--- src/rtl/cook_timer_pkg.sv ---
// Shared microwave definitions (package microwave_pkg): state encoding, BCD digit
// constants and the mm:ss one-second countdown helper used by cook_timer.
package microwave_pkg;

    localparam int BCD_W = 4;

    typedef logic [BCD_W-1:0] bcd_t;

    localparam bcd_t BCD_ZERO = 4'd0;
    localparam bcd_t BCD_FIVE = 4'd5;
    localparam bcd_t BCD_NINE = 4'd9;

    typedef enum logic [2:0] {
        ST_IDLE  = 3'd0,
        ST_RUN   = 3'd1,
        ST_PAUSE = 3'd2,
        ST_DONE  = 3'd3
    } state_t;

    typedef struct packed {
        bcd_t mmT;
        bcd_t mmU;
        bcd_t ssT;
        bcd_t ssU;
    } mmss_t;

    function automatic logic isZeroTime(input mmss_t t);
        return (t == '0);
    endfunction

    // Seconds borrow from minutes only once ss is 00, so keyed values like 01:90 drain naturally.
    function automatic mmss_t decSecond(input mmss_t t);
        mmss_t r;
        r = t;
        if (t.ssU != BCD_ZERO) begin
            r.ssU = t.ssU - 4'd1;
        end else if (t.ssT != BCD_ZERO) begin
            r.ssT = t.ssT - 4'd1;
            r.ssU = BCD_NINE;
        end else if ((t.mmT != BCD_ZERO) || (t.mmU != BCD_ZERO)) begin
            r.ssT = BCD_FIVE;
            r.ssU = BCD_NINE;
            if (t.mmU != BCD_ZERO) begin
                r.mmU = t.mmU - 4'd1;
            end else begin
                r.mmT = t.mmT - 4'd1;
                r.mmU = BCD_NINE;
            end
        end
        return r;
    endfunction

endpackage

--- src/rtl/cook_timer_if.sv ---
// Keypad/control inputs and display/status outputs of cook_timer.
// master = front-panel side, slave = the timer itself.
interface cook_timer_if;
    import microwave_pkg::*;

    logic       key_valid;
    bcd_t       key_digit;
    logic       start;
    logic       stop;
    logic       door_open;

    bcd_t       mm_t;
    bcd_t       mm_u;
    bcd_t       ss_t;
    bcd_t       ss_u;
    logic [2:0] state;
    logic       magnetron;
    logic       done;
    logic       beep;

    modport master (
        output key_valid, key_digit, start, stop, door_open,
        input  mm_t, mm_u, ss_t, ss_u, state, magnetron, done, beep
    );

    modport slave (
        input  key_valid, key_digit, start, stop, door_open,
        output mm_t, mm_u, ss_t, ss_u, state, magnetron, done, beep
    );

endinterface

--- src/rtl/cook_timer_sec_tick_gen.sv ---
// One-second prescaler: counts 0..TICKS_PER_SEC-1 while enabled, holds otherwise,
// and flags the terminal-count cycle with a one-cycle tick.
module sec_tick_gen #(
    parameter int TICKS_PER_SEC = 100000000
) (
    input  logic Clk,
    input  logic Rst,
    input  logic clr,
    input  logic en,
    output logic tick
);

    localparam int CNT_W = $clog2(TICKS_PER_SEC);
    localparam logic [CNT_W-1:0] TERM = CNT_W'(TICKS_PER_SEC - 1);

    logic [CNT_W-1:0] r_count;

    assign tick = en && !clr && (r_count == TERM);

    always_ff @(posedge Clk) begin
        if (Rst || clr) begin
            r_count <= '0;
        end else if (en) begin
            r_count <= tick ? '0 : r_count + CNT_W'(1);
        end
    end

endmodule

--- src/rtl/cook_timer.sv ---
// Microwave cook-time countdown: keyed BCD mm:ss, once-per-second decrement, magnetron/done/beep.
// Optional buzzer phase in DONE is enabled by defining COOK_TIMER_BEEP_EN.
module cook_timer
    import microwave_pkg::*;
#(
    parameter int TICKS_PER_SEC = 100000000,
    parameter int BEEP_SECS     = 3
) (
    input  logic        Clk,
    input  logic        Rst,
    cook_timer_if.slave bus
);

    if ((TICKS_PER_SEC < 2) || (BEEP_SECS < 1)) begin : g_badParams
        $error("cook_timer: TICKS_PER_SEC must be >= 2 and BEEP_SECS >= 1");
    end

    state_t r_state, w_stateNext;
    mmss_t  r_time, w_timeNext, w_timeDec;
    logic   r_done, w_doneNext;
    logic   w_preClr, w_preEn, w_tick, w_anyExit;

    assign w_anyExit = bus.start || bus.stop || bus.door_open;
    assign w_timeDec = decSecond(r_time);
    assign w_preClr  = (r_state == ST_IDLE);

    // Stop or door in RUN freezes the prescaler that very cycle, so a due tick is dropped.
`ifdef COOK_TIMER_BEEP_EN
    assign w_preEn = ((r_state == ST_RUN) && !bus.stop && !bus.door_open) ||
                     ((r_state == ST_DONE) && !w_anyExit);
`else
    assign w_preEn = (r_state == ST_RUN) && !bus.stop && !bus.door_open;
`endif

    sec_tick_gen #(
        .TICKS_PER_SEC(TICKS_PER_SEC)
    ) u_secTick (
        .Clk  (Clk),
        .Rst  (Rst),
        .clr  (w_preClr),
        .en   (w_preEn),
        .tick (w_tick)
    );

`ifdef COOK_TIMER_BEEP_EN
    localparam int BEEP_W = $clog2(BEEP_SECS + 1);
    localparam logic [BEEP_W-1:0] BEEP_LAST = BEEP_W'(BEEP_SECS - 1);

    logic [BEEP_W-1:0] r_beepSecs, w_beepSecsNext;
    logic              r_beep;
`endif

    always_comb begin
        w_stateNext = r_state;
        w_timeNext  = r_time;
        w_doneNext  = 1'b0;
`ifdef COOK_TIMER_BEEP_EN
        w_beepSecsNext = '0;
`endif
        case (r_state)
            ST_IDLE: begin
                if (bus.stop) begin
                    w_timeNext = '0;
                end else begin
                    if (bus.start && !bus.door_open && !isZeroTime(r_time)) begin
                        w_stateNext = ST_RUN;
                    end
                    if (bus.key_valid && (bus.key_digit <= BCD_NINE)) begin
                        w_timeNext = mmss_t'({r_time.mmU, r_time.ssT, r_time.ssU, bus.key_digit});
                    end
                end
            end
            ST_RUN: begin
                if (bus.stop || bus.door_open) begin
                    w_stateNext = ST_PAUSE;
                end else if (w_tick) begin
                    w_timeNext = w_timeDec;
                    if (isZeroTime(w_timeDec)) begin
                        w_stateNext = ST_DONE;
                        w_doneNext  = 1'b1;
                    end
                end
            end
            ST_PAUSE: begin
                if (bus.stop) begin
                    w_stateNext = ST_IDLE;
                    w_timeNext  = '0;
                end else if (bus.start && !bus.door_open) begin
                    w_stateNext = ST_RUN;
                end
            end
            ST_DONE: begin
                if (w_anyExit) begin
                    w_stateNext = ST_IDLE;
                end
`ifdef COOK_TIMER_BEEP_EN
                else begin
                    w_beepSecsNext = r_beepSecs;
                    if (w_tick) begin
                        if (r_beepSecs == BEEP_LAST) begin
                            w_stateNext = ST_IDLE;
                        end else begin
                            w_beepSecsNext = r_beepSecs + BEEP_W'(1);
                        end
                    end
                end
`endif
            end
            default: begin
                w_stateNext = ST_IDLE;
            end
        endcase
    end

    always_ff @(posedge Clk) begin
        if (Rst) begin
            r_state <= ST_IDLE;
            r_time  <= '0;
            r_done  <= 1'b0;
        end else begin
            r_state <= w_stateNext;
            r_time  <= w_timeNext;
            r_done  <= w_doneNext;
        end
    end

`ifdef COOK_TIMER_BEEP_EN
    always_ff @(posedge Clk) begin
        if (Rst) begin
            r_beepSecs <= '0;
            r_beep     <= 1'b0;
        end else begin
            r_beepSecs <= w_beepSecsNext;
            r_beep     <= (w_stateNext == ST_DONE);
        end
    end

    assign bus.beep = r_beep;
`else
    assign bus.beep = 1'b0;
`endif

    assign bus.mm_t      = r_time.mmT;
    assign bus.mm_u      = r_time.mmU;
    assign bus.ss_t      = r_time.ssT;
    assign bus.ss_u      = r_time.ssU;
    assign bus.state     = r_state;
    assign bus.magnetron = (r_state == ST_RUN);
    assign bus.done      = r_done;

endmodule

--- src/flat_wrapper.sv ---
// flat-port wrapper written by rule: the top's interface ports become plain ports
module cook_timer_flat import microwave_pkg::*;
#(
    parameter int TICKS_PER_SEC = 100000000,
    parameter int BEEP_SECS     = 3
)
  (Clk, Rst, bus_key_valid, bus_key_digit, bus_start, bus_stop, bus_door_open, bus_mm_t, bus_mm_u, bus_ss_t, bus_ss_u, bus_state, bus_magnetron, bus_done, bus_beep);
  cook_timer_if bus_i ();
  input  logic Clk;
  input  logic Rst;
  input wire logic [$bits(bus_i.key_valid)-1:0] bus_key_valid;
  input wire logic [$bits(bus_i.key_digit)-1:0] bus_key_digit;
  input wire logic [$bits(bus_i.start)-1:0] bus_start;
  input wire logic [$bits(bus_i.stop)-1:0] bus_stop;
  input wire logic [$bits(bus_i.door_open)-1:0] bus_door_open;
  output wire logic [$bits(bus_i.mm_t)-1:0] bus_mm_t;
  output wire logic [$bits(bus_i.mm_u)-1:0] bus_mm_u;
  output wire logic [$bits(bus_i.ss_t)-1:0] bus_ss_t;
  output wire logic [$bits(bus_i.ss_u)-1:0] bus_ss_u;
  output wire logic [$bits(bus_i.state)-1:0] bus_state;
  output wire logic [$bits(bus_i.magnetron)-1:0] bus_magnetron;
  output wire logic [$bits(bus_i.done)-1:0] bus_done;
  output wire logic [$bits(bus_i.beep)-1:0] bus_beep;
  assign bus_i.key_valid = bus_key_valid;
  assign bus_i.key_digit = bus_key_digit;
  assign bus_i.start = bus_start;
  assign bus_i.stop = bus_stop;
  assign bus_i.door_open = bus_door_open;
  assign bus_mm_t = bus_i.mm_t;
  assign bus_mm_u = bus_i.mm_u;
  assign bus_ss_t = bus_i.ss_t;
  assign bus_ss_u = bus_i.ss_u;
  assign bus_state = bus_i.state;
  assign bus_magnetron = bus_i.magnetron;
  assign bus_done = bus_i.done;
  assign bus_beep = bus_i.beep;
  cook_timer #(.TICKS_PER_SEC(TICKS_PER_SEC), .BEEP_SECS(BEEP_SECS)) u_core (.Clk(Clk), .Rst(Rst), .bus(bus_i));
endmodule
--- config.mk ---
export PLATFORM = sky130hd
export DESIGN_NAME = cook_timer_flat
export DESIGN_NICKNAME = d
export VERILOG_FILES = /design/src/rtl/cook_timer_pkg.sv /design/src/rtl/cook_timer_if.sv /design/src/rtl/cook_timer_sec_tick_gen.sv /design/src/rtl/cook_timer.sv /design/src/flat_wrapper.sv
export SDC_FILE = /design/constraint.sdc
export NUM_CORES = 1
export LEC_CHECK = 0
export BUFFER_PORTS_ARGS = -buffer_cell sky130_fd_sc_hd__buf_2
export CAP_MARGIN = 20
export CORE_ASPECT_RATIO = 1.25
export CORE_MARGIN = 1
export CORE_UTILIZATION = 55
export DETAILED_ROUTE_END_ITERATION = 16
export PLACE_DENSITY = 0.76
export SLEW_MARGIN = 40
export SYNTH_ARGS = -nofsm -noshare
export SYNTH_HDL_FRONTEND = slang
export SYNTH_SLANG_ARGS = --single-unit
--- constraint.sdc ---
create_clock -name Clk -period 4.8 [get_ports Clk]
set_input_delay 0.72 -clock Clk [delete_from_list [all_inputs] [get_ports Clk]]
set_output_delay 0.72 -clock Clk [all_outputs]
set_load 0.05 [all_outputs]
==> results.toml <==
[min_path]
hold_end = "u_core.u_secTick.r_count[1]"
min_path_type = "register to register"
min-delay-start = "u_core.u_secTick.r_count[1]"
holdPathStages = 2

[cells_and_area]
fillers = 462
nNetsFinal = 402
drive_above_1_share_pct = 13.4
diodes = 0
seq_area_um2 = 921
final_core_util_pct = 62.0
area_growth_pct = 9.31
multi_input_area_mm2 = 0.00181
stdcell_count = 443

[sta]
finalCritPeriodShare_pct = 63.7
hold_viol_final = 0
setup_tns_ns = 0
max_slew_margin_pct = 46.5
fin_crit_ns = 3.06
fin_ws_ns = 1.74
finClkSkew_ns = 0.00666
worst_slew_pin_slew_ns = 0.802
rsz0062_at_grt = "no"
setup_viol_count_final = 0
fmax_mhz = 327
drv_slew = 0

[global_route]
gr-total-overflow = 0
grt_pass1_vias = 2489
grt_usage_pct = 27.4
grt_max_degree = 25
antenna_found_initial = 0
grt_pass1_wl_mm = 11.5

[pwr]
clkPwrFrac_pct = 13.3
total_power_mw = 2.15
power_frac_seq_pct = 27.5
comb_power_share_pct = 59.2
worst_ir_drop_vdd_mv = 0.524
power.leakage_nw = 1.19
switchingPower_mw = 1.13
internal_power_mw = 1.02
powerDensity_mw_per_mm2 = 688
switching_share_pct = 52.6

[placement]
post-place-cells = 435
globalplace.congestion = 0.932
pre_cts_slack_ns = 1.76
place_hpwl_mm = 4.92
port_buffers = 29

[setup_path]
required_ns = 5.02
r2r_end = "u_core.bus.state[1]"
r2r_slack_ns = 1.74
rr_worst_depth = 8
critPathKind = "register to register"
cp_max_fo = 6
worstSetupEndpointType = "register"
arrival_ns = 3.27
r2r-start = "u_core.bus.ss_u[1]"
cp-start-kind = "register"

[clock_network]
ctsResizeCount = 0
clk_latency_ns = 0.30
clkTransAtPathRegs_ns = 0.08
holdBufCountCts = 0
cts_tree = "yes"
clkSinkCount = 46
cts_made_buffers = 5
cts-root-buf = "clkbuf_8"
cts_setup_buffers = 0
h-tree-depth = 2
clockBufferDepth = 2

[die]
die_area_mm2 = 0.00550
rows = 29
ios = 32
core_mm2 = 0.00504
die_w_um = 66.5
die_h_um = 82.6
start_util_pct = 56.7

[yosys]
syn_area_mm2 = 0.00286
yosysUniqueCellTypes = 56
synth_edf_count = 0
postSynthCellCount = 359
yosys_warnings = 0
synth_flop_cell = "dfxtp_1"
ys_ff_latch = 46
syn_avg_cell_area_um2 = 7.97
synthArstFlopShare_pct = 0
ys_seq_area_share_pct = 32.2

[detailed_routing]
drc = 0
vias = 2630
drt_iter0_drc = 123
viasPerCell = 5.94
antenna_left = 0
first_pass_iters = 4
drt-total-wl_mm = 6.75
wire_per_inst_um = 15.2

[job]
drv_cap = 0

[status]
status = "complete, no violations"
[worst max-delay path: stages, from the launching register on]
cell	delay, ns
dfxtp_1	0.37
inv_1	0.15
ha_1	0.25
nor4b_1	0.61
nand4_1	0.28
o21ai_0	0.39
nand4_1	0.14
or4_4	0.55
a311oi_2	0.24
[kinds of logic (layout without fill, tap and decap cells)]
family,after synthesis,count (layout),synth area share [%]
flops,46,46,32.2
fa+ha+maj,12,12,5.25
simple gates,166,166,30.0
mux,3,3,1.05
compound gates,75,75,18.1
buf+inv,30,51,5.29
other cells,1,2,0.131
xor+xnor,26,26,7.96
[cell usage in the layout, fill, tap and decap left out, drive strengths merged, types with 3 or more instances in the layout]
cell type | Yosys | layout
a211oi | 16 | 16
a21oi | 23 | 23
a22oi | 3 | 3
and2 | 6 | 6
and3 | 8 | 8
and4 | 5 | 5
buf | 7 | 31
clkbuf | 11 | 6
dfxtp | 46 | 46
ha | 12 | 12
inv | 12 | 12
mux2i | 3 | 3
nand2 | 31 | 31
nand3 | 16 | 16
nand4 | 9 | 9
nor2 | 54 | 54
nor2b | 3 | 3
nor3 | 8 | 8
nor3b | 4 | 4
nor4 | 6 | 6
nor4b | 3 | 3
o21ai | 8 | 8
o31ai | 4 | 4
or3b | 3 | 3
xnor2 | 7 | 7
xor2 | 19 | 19
[how the worst max path moves through the flow]
stage                         from                  end  slack (ns)  depth (start not counted)
2_1_floorplan  u_core.bus.state[0]  u_core.bus.state[1]        1.64                          7
3_3_place_gp              bus_stop   u_core.bus.ss_t[0]        1.73                          7
3_5_place_dp    u_core.bus.ss_t[0]  u_core.bus.state[1]        1.76                          8
4_1_cts         u_core.bus.ss_t[0]  u_core.bus.state[1]        1.71                          8
5_1_grt         u_core.bus.ss_u[1]  u_core.bus.state[1]        1.48                          8
6_report        u_core.bus.ss_u[1]  u_core.bus.state[1]        1.74                          8
[per-stage QoR]
step / area [um2] / hold WS (ns)
floorplan: 2870 / 0.453
global placement: 2990 / 0.469
detailed placement: 3010 / 0.482
CTS: 3120 / 0.497
global route: 3130 / 0.519
finish: 3130 / 0.489
[sequential cells by signal, indices dropped and copies added, names as in the netlist]
name	flops
u_core.bus.mm_u	4
u_core.bus.mm_t	4
u_core.bus.done	1
u_core.u_secTick.r_count	27
u_core.bus.ss_u	4
u_core.bus.state	2
u_core.bus.ss_t	4
[power groups by stage]
stage / clock network (mW) / logic, mW / registers, mW
4_1_cts: 0.293 / 1.26 / 0.586
5_1_grt: 0.307 / 1.40 / 0.609
2_1_floorplan: 0 / 0.855 / 0.752
3_3_place_gp: 0 / 1.23 / 0.594
6_report: 0.286 / 1.27 / 0.590
3_5_place_dp: 0 / 1.26 / 0.595
[cell usage after synthesis, types with 3 or more instances]
cell	number	area, um2
and3_1	8	50.1
dfxtp_1	46	921
inv_1	12	45.0
nor2b_1	3	18.8
o31ai_1	4	30.0
and4_1	5	43.8
nand4_1	9	56.3
nand2_1	31	116
and2_1	6	37.5
nand3_1	16	80.1
buf_6	4	45.0
xnor2_1	7	61.3
a211oi_1	16	120
mux2i_1	3	30.0
nor3b_1	4	30.0
nor4b_1	3	26.3
o21ai_0	8	40.0
nor2_1	54	203
a22oi_1	3	22.5
a21oi_1	23	115
ha_1	12	150
clkbuf_1	11	41.3
nor4_1	5	31.3
xor2_1	19	166
nor3_1	8	40.0
[per-layer routing]
| metal | part of all wire (%) | GRT usage, % | vias to the layer above |
|---|---|---|---|
| li1 | - | - | 1328 |
| met1 | 43 | 31.6 | 1239 |
| met2 | 52 | 49.8 | 53 |
| met3 | 3.4 | 3.98 | 10 |
| met4 | 1.3 | 11.7 | 0 |
| met5 | 0 | 0 | - |
[cell type report]
class,count,share of cell area (%)
well taps,62,2.48
clock buffers,6,2.32
inverters,12,1.44
flip-flops and latches,46,29.4
repair buffers,31,5.12
clock inverters,2,1.20
multi-input cells,284,58.0
Power figures use the tool's default switching activity.
